[config.mk]
export PLATFORM = sky130hd
export DESIGN_NAME = branch_predictor_bht
export DESIGN_NICKNAME = d
export VERILOG_FILES = /design/src/rtl/branch_predictor_bht.sv
export SDC_FILE = /design/constraint.sdc
export NUM_CORES = 1
export LEC_CHECK = 0
export CAP_MARGIN = 30
export CORE_ASPECT_RATIO = 1.75
export CORE_MARGIN = 2
export CORE_UTILIZATION = 53
export CTS_CLUSTER_DIAMETER = 40
export DETAILED_ROUTE_END_ITERATION = 8
export PLACE_DENSITY_LB_ADDON = 0.15
export RECOVER_POWER = 50
export SETUP_SLACK_MARGIN = 0.15
export SLEW_MARGIN = 10
export SYNTH_ARGS = -nofsm -noshare
export SYNTH_HDL_FRONTEND = slang
export SYNTH_SLANG_ARGS = --single-unit
[constraint.sdc]
create_clock -name clk -period 3.6 [get_ports clk]
set_input_delay 0.36 -clock clk [delete_from_list [all_inputs] [get_ports clk]]
set_output_delay 0.36 -clock clk [all_outputs]
set_load 0.02 [all_outputs]
[src/rtl/branch_predictor_bht.sv]
// Tagged branch history table with target buffer: combinational lookup from the IF-stage PC,
// trained by ID-stage branch resolution, with single-cycle flush and saturating statistics.
module branch_predictor_bht #(
   parameter int NENTRY   = 16,
   parameter int CTR_BITS = 2,
   parameter int TAG_BITS = 8,
   parameter int ADDR_W   = 32,
   parameter int STAT_W   = 32
) (
   input  logic              clk,
   input  logic              rst,
   input  logic [ADDR_W-1:0] lookup_pc,
   output logic              predict_hit,
   output logic              predict_taken,
   output logic [ADDR_W-1:0] predict_target,
   input  logic              update_valid,
   input  logic [ADDR_W-1:0] update_pc,
   input  logic              update_taken,
   input  logic [ADDR_W-1:0] update_target,
   input  logic              update_mispredict,
   input  logic              flush,
   output logic [STAT_W-1:0] stat_updates,
   output logic [STAT_W-1:0] stat_mispredicts
);

   localparam int IDX_W = $clog2(NENTRY);
   localparam logic [CTR_BITS-1:0] CTR_MAX = '1;
   localparam logic [CTR_BITS-1:0] CTR_WT  = CTR_BITS'(1 << (CTR_BITS - 1));
   localparam logic [CTR_BITS-1:0] CTR_WNT = CTR_BITS'((1 << (CTR_BITS - 1)) - 1);

   logic [NENTRY-1:0]   valid_q;
   logic [TAG_BITS-1:0] tag_q [NENTRY];
   logic [ADDR_W-1:0]   tgt_q [NENTRY];
   logic [CTR_BITS-1:0] ctr_q [NENTRY];

   logic [IDX_W-1:0]    lk_idx, up_idx;
   logic [TAG_BITS-1:0] lk_tag, up_tag;
   logic                up_hit, up_accept, up_alloc;
   logic                unused_pc_bits;

   function automatic logic [CTR_BITS-1:0] ctr_sat_inc(input logic [CTR_BITS-1:0] v);
      return (v == CTR_MAX) ? v : v + CTR_BITS'(1);
   endfunction

   function automatic logic [CTR_BITS-1:0] ctr_sat_dec(input logic [CTR_BITS-1:0] v);
      return (v == '0) ? v : v - CTR_BITS'(1);
   endfunction

   function automatic logic [STAT_W-1:0] stat_sat_inc(input logic [STAT_W-1:0] v);
      return (&v) ? v : v + STAT_W'(1);
   endfunction

   // Word-aligned PCs: bits [1:0] and bits above the tag do not take part in indexing.
   assign unused_pc_bits = ^{lookup_pc, update_pc};

   assign lk_idx = lookup_pc[IDX_W+1:2];
   assign lk_tag = lookup_pc[IDX_W+TAG_BITS+1:IDX_W+2];
   assign up_idx = update_pc[IDX_W+1:2];
   assign up_tag = update_pc[IDX_W+TAG_BITS+1:IDX_W+2];

   assign predict_hit    = valid_q[lk_idx] && (tag_q[lk_idx] == lk_tag);
   assign predict_taken  = predict_hit && ctr_q[lk_idx][CTR_BITS-1];
   assign predict_target = predict_hit ? tgt_q[lk_idx] : '0;

   assign up_hit    = valid_q[up_idx] && (tag_q[up_idx] == up_tag);
   assign up_accept = update_valid && !flush && !rst;
   assign up_alloc  = up_accept && !up_hit && update_taken;

   always_ff @(posedge clk) begin
      if (rst) begin
         valid_q          <= '0;
         stat_updates     <= '0;
         stat_mispredicts <= '0;
         for (int i = 0; i < NENTRY; i++) ctr_q[i] <= CTR_WNT;
      end else if (flush) begin
         valid_q <= '0;
      end else if (update_valid) begin
         stat_updates <= stat_sat_inc(stat_updates);
         if (update_mispredict) stat_mispredicts <= stat_sat_inc(stat_mispredicts);
         if (up_hit) begin
            ctr_q[up_idx] <= update_taken ? ctr_sat_inc(ctr_q[up_idx]) : ctr_sat_dec(ctr_q[up_idx]);
         end else if (update_taken) begin
            valid_q[up_idx] <= 1'b1;
            ctr_q[up_idx]   <= CTR_WT;
         end
      end
   end

   // Tag and target storage carries no reset; the valid bit qualifies it.
   always_ff @(posedge clk) begin
      if (up_accept && update_taken) tgt_q[up_idx] <= update_target;
      if (up_alloc) tag_q[up_idx] <= up_tag;
   end

endmodule

==> impl_metrics.json <==
{
  "status": "finished with violations",
  "violations": "negative setup slack",
  "area_growth_pct": 20.3,
  "ant_nets": 0,
  "dieHeight_um": 324,
  "dpl_worst_slack_ns": -0.315,
  "clock-sinks": 752,
  "cap_violations": 0,
  "hold_start": "rst",
  "clk_latency_ns": 0.61,
  "grt_pass1_wl_um": 111000,
  "drive_gt1_share_pct": 28.2,
  "cts_buffer_depth": 3,
  "ys_ff_latch": 752,
  "antenna_found_initial": 6,
  "dp.cells": 2579,
  "fillers": 4110,
  "crit_type": "reg2out",
  "finalCriticalPeriod_ns": 3.77,
  "core-area_um2": 58000,
  "worst_ep_required_time_ns": 3.24,
  "dieArea_um2": 60400,
  "async_flop_share_pct": 0,
  "die_w_um": 187,
  "gp_congestion": 0.856,
  "rr_endpoint": "tag_q[4][5]",
  "vdd_drop_max_v": 0.000471,
  "cts_tree": "yes",
  "cts_made_buffers": 71,
  "vias_per_cell": 6.12,
  "drc": 0,
  "setup_tns_ns": -3.72,
  "setup_viol": 34,
  "initialDrtViolationCount": 1409,
  "syn_inst": 1626,
  "hp-class": "in2reg",
  "wirelength_um": 74700,
  "root_buffer": "clkbuf_16",
  "ios": 200,
  "grt_overflow": 0,
  "dp_hpwl_um": 44200,
  "cp-startpoint": "tag_q[8][4]",
  "r2r_slack_ns": 0.36,
  "endpoint": "predict_target[29]",
  "cp_max_fo": 8,
  "ctsHoldBuffers": 0,
  "syn_nets": 1730,
  "clock_skew_ns": 0.0124,
  "start_util_pct": 53.4,
  "hold_violations": 0,
  "cp-start-kind": "flop",
  "synth_edf_count": 672,
  "rows": 117,
  "yosys_warnings": 0,
  "grt_max_degree": 99,
  "ys.flop_type": "edfxtp_1",
  "worst_slack_ns": -0.173,
  "r2r-start": "tag_q[9][4]",
  "synthDistinctLibCells": 51,
  "grt_pass1_vias": 17700,
  "synth_top_cells_by_area": "edfxtp_1, mux4_2, dfxtp_1, nor2_1, xor2_1",
  "synth_top_area_share_pct": 65.2,
  "dr.pass1.iters": 5,
  "maxSlewViolCount": 0,
  "max_freq_ghz": 0.265,
  "instances_no_fill": 2719,
  "maxSlewHeadroom_pct": 9.26,
  "post_drt_wl_per_cell_um": 27.5,
  "htreeDepth": 3,
  "fin_crit_sh_pct": 105,
  "gr-usage-all-layers_pct": 25.2,
  "netlist_area_um2": 31000,
  "yosysTopAreaCell": "edfxtp_1",
  "ff2ff_path_depth": 11,
  "path_clk_slew_ns": 0.06,
  "portBuffers": 159,
  "worstMarginPinSlew_ns": 1.36,
  "powerDensity_nw_per_um2": 487,
  "crit_path_end_kind": "primary output",
  "vias": 16600,
  "avgSynthCellArea_um2": 19.0,
  "rsz0062_at_grt": "true",
  "p_leak_nw": 12.0,
  "cp_data_arrival_time_ns": 3.41,
  "yosysSeqAreaShare_pct": 70.4,
  "nNetsFinal": 1993
}
[timing repair]
| action | in CTS | in global routing |
|---|---|---|
| buffers inserted | 4 | 1 |
| endpoints found under the hold margin | 0 | 0 |
| gates cloned | 5 | 0 |
| gates resized for setup | 190 | 15 |
| pin swaps | 2 | 0 |
| setup endpoints to repair | 34 | 35 |
[where the power goes]
group / internal [mW] / switching (mW)
registers: 9.54 / 0.0174
clock network: 4.34 / 3.24
logic: 0.472 / 0.520
total: 14.3 / 3.77
[critical path, stage by stage, from the launching register on]
cell and delay [ns]:
edfxtp_1 0.41, mux4_2 0.48, mux4_2 0.49, xnor2_1 0.16, buf_4 0.13, nand4_1 0.12
nor4_4 0.18, buf_6 0.16, buf_12 0.13, buf_12 0.11, buf_16 0.12, and3_1 0.17
buf_6 0.12
[cells in the mapped netlist (2+ instances only)]
| cell | instances |
|---|---|
| nand2_1 | 66 |
| xor2_1 | 37 |
| and3_1 | 38 |
| and2_1 | 2 |
| a211o_1 | 2 |
| nor4_1 | 2 |
| buf_4 | 2 |
| buf_6 | 2 |
| a21oi_1 | 15 |
| a21o_1 | 3 |
| o21ai_0 | 26 |
| nor3_1 | 13 |
| a22o_1 | 2 |
| a211oi_1 | 2 |
| a221oi_1 | 3 |
| and2_0 | 2 |
| o21bai_1 | 16 |
| nor2b_1 | 9 |
| or3_1 | 10 |
| nand2b_1 | 2 |
| buf_1 | 9 |
| dfxtp_1 | 80 |
| nor2_1 | 122 |
| clkbuf_1 | 55 |
| a22oi_1 | 2 |
| ha_1 | 2 |
| buf_2 | 25 |
| mux4_2 | 250 |
| nand3_1 | 26 |
| and4_1 | 10 |
| nand4_1 | 34 |
| inv_1 | 11 |
| xnor2_1 | 33 |
| edfxtp_1 | 672 |
| mux2i_1 | 25 |
[layout make-up]
cell class                 count  area (um^2)  share of cell area (%)
multi-input combinational    769         8890                    23.9
clock buffer                  90         2000                    5.38
timing repair buffer         283         3170                    8.51
sequential                   752        21800                    58.5
inverter                      12         45.0                   0.121
antenna                        4         10.0                  0.0269
tap                          773          967                    2.60
clock inverter                36          365                   0.981
[how the worst min path moves through the flow]
stage	cells past startpoint	to
2_1_floorplan	2	valid_q[12]
3_3_place_gp	2	valid_q[11]
5_1_grt	5	valid_q[6]
3_5_place_dp	2	valid_q[11]
4_1_cts	5	valid_q[6]
6_report	5	valid_q[6]
[per-stage QoR]
step / area [um^2] / hold WS, ns / utilization, % / power [mW]
2_1_floorplan: 31000 / 0.436 / - / 10.3
6_report: 37200 / 0.306 / 64.2 / 18.1
3_3_place_gp: 34700 / 0.451 / 59.8 / 10.7
3_5_place_dp: 34700 / 0.469 / 59.8 / 10.8
4_1_cts: 37200 / 0.275 / 64.2 / 18.3
5_1_grt: 37200 / 0.312 / 64.2 / 18.6
[metal layers]
metal,vias to the layer above,wire [um],GRT usage [%]
met1,8727,27500,29.8
li1,7158,-,-
met4,2,2910,10.7
met2,588,40500,46.3
met3,153,3830,3.75
met5,-,13,0
[kinds of logic (layout without fill, tap and decap cells)]
| group | Yosys count | count (layout) | synth area share [%] |
|---|---|---|---|
| compound gates | 79 | 79 | 1.72 |
| xor+xnor | 70 | 70 | 1.98 |
| fa+ha+maj | 2 | 2 | 0.0808 |
| buf+inv | 105 | 421 | 1.45 |
| flops | 752 | 752 | 70.4 |
| mux | 276 | 276 | 19.0 |
| other cells | 0 | 4 | 0 |
| simple gates | 342 | 342 | 5.37 |
[sequential cells by signal (all words and copies together) (netlist names)]
signal / cells
tgt_q: 512
tag_q: 128
ctr_q: 32
stat_mispredicts: 32
stat_updates: 32
valid_q: 16
[cells in the final DEF, fill, tap and decap left out, types with 11 or more instances in the layout]
| cell type | netlist | routed |
|---|---|---|
| o21ai_0 | 26 | 26 |
| nand3_1 | 26 | 26 |
| xnor2_1 | 33 | 32 |
| nand2_1 | 66 | 66 |
| xor2_1 | 37 | 37 |
| and3_1 | 38 | 31 |
| edfxtp_1 | 672 | 672 |
| buf_4 | 2 | 71 |
| buf_6 | 2 | 24 |
| clkbuf_1 | 55 | 17 |
| nand4_1 | 34 | 34 |
| a21oi_1 | 15 | 15 |
| clkdlybuf4s50_1 | 0 | 59 |
| inv_1 | 11 | 11 |
| mux4_2 | 250 | 250 |
| nor3_1 | 13 | 13 |
| clkbuf_16 | 0 | 76 |
| nor2_1 | 122 | 107 |
| buf_12 | 0 | 48 |
| dlygate4sd3_1 | 0 | 59 |
| mux2i_1 | 25 | 25 |
| o21bai_1 | 16 | 16 |
| nor2_4 | 0 | 15 |
| dfxtp_1 | 80 | 80 |
(Power assumes the default switching activity.)
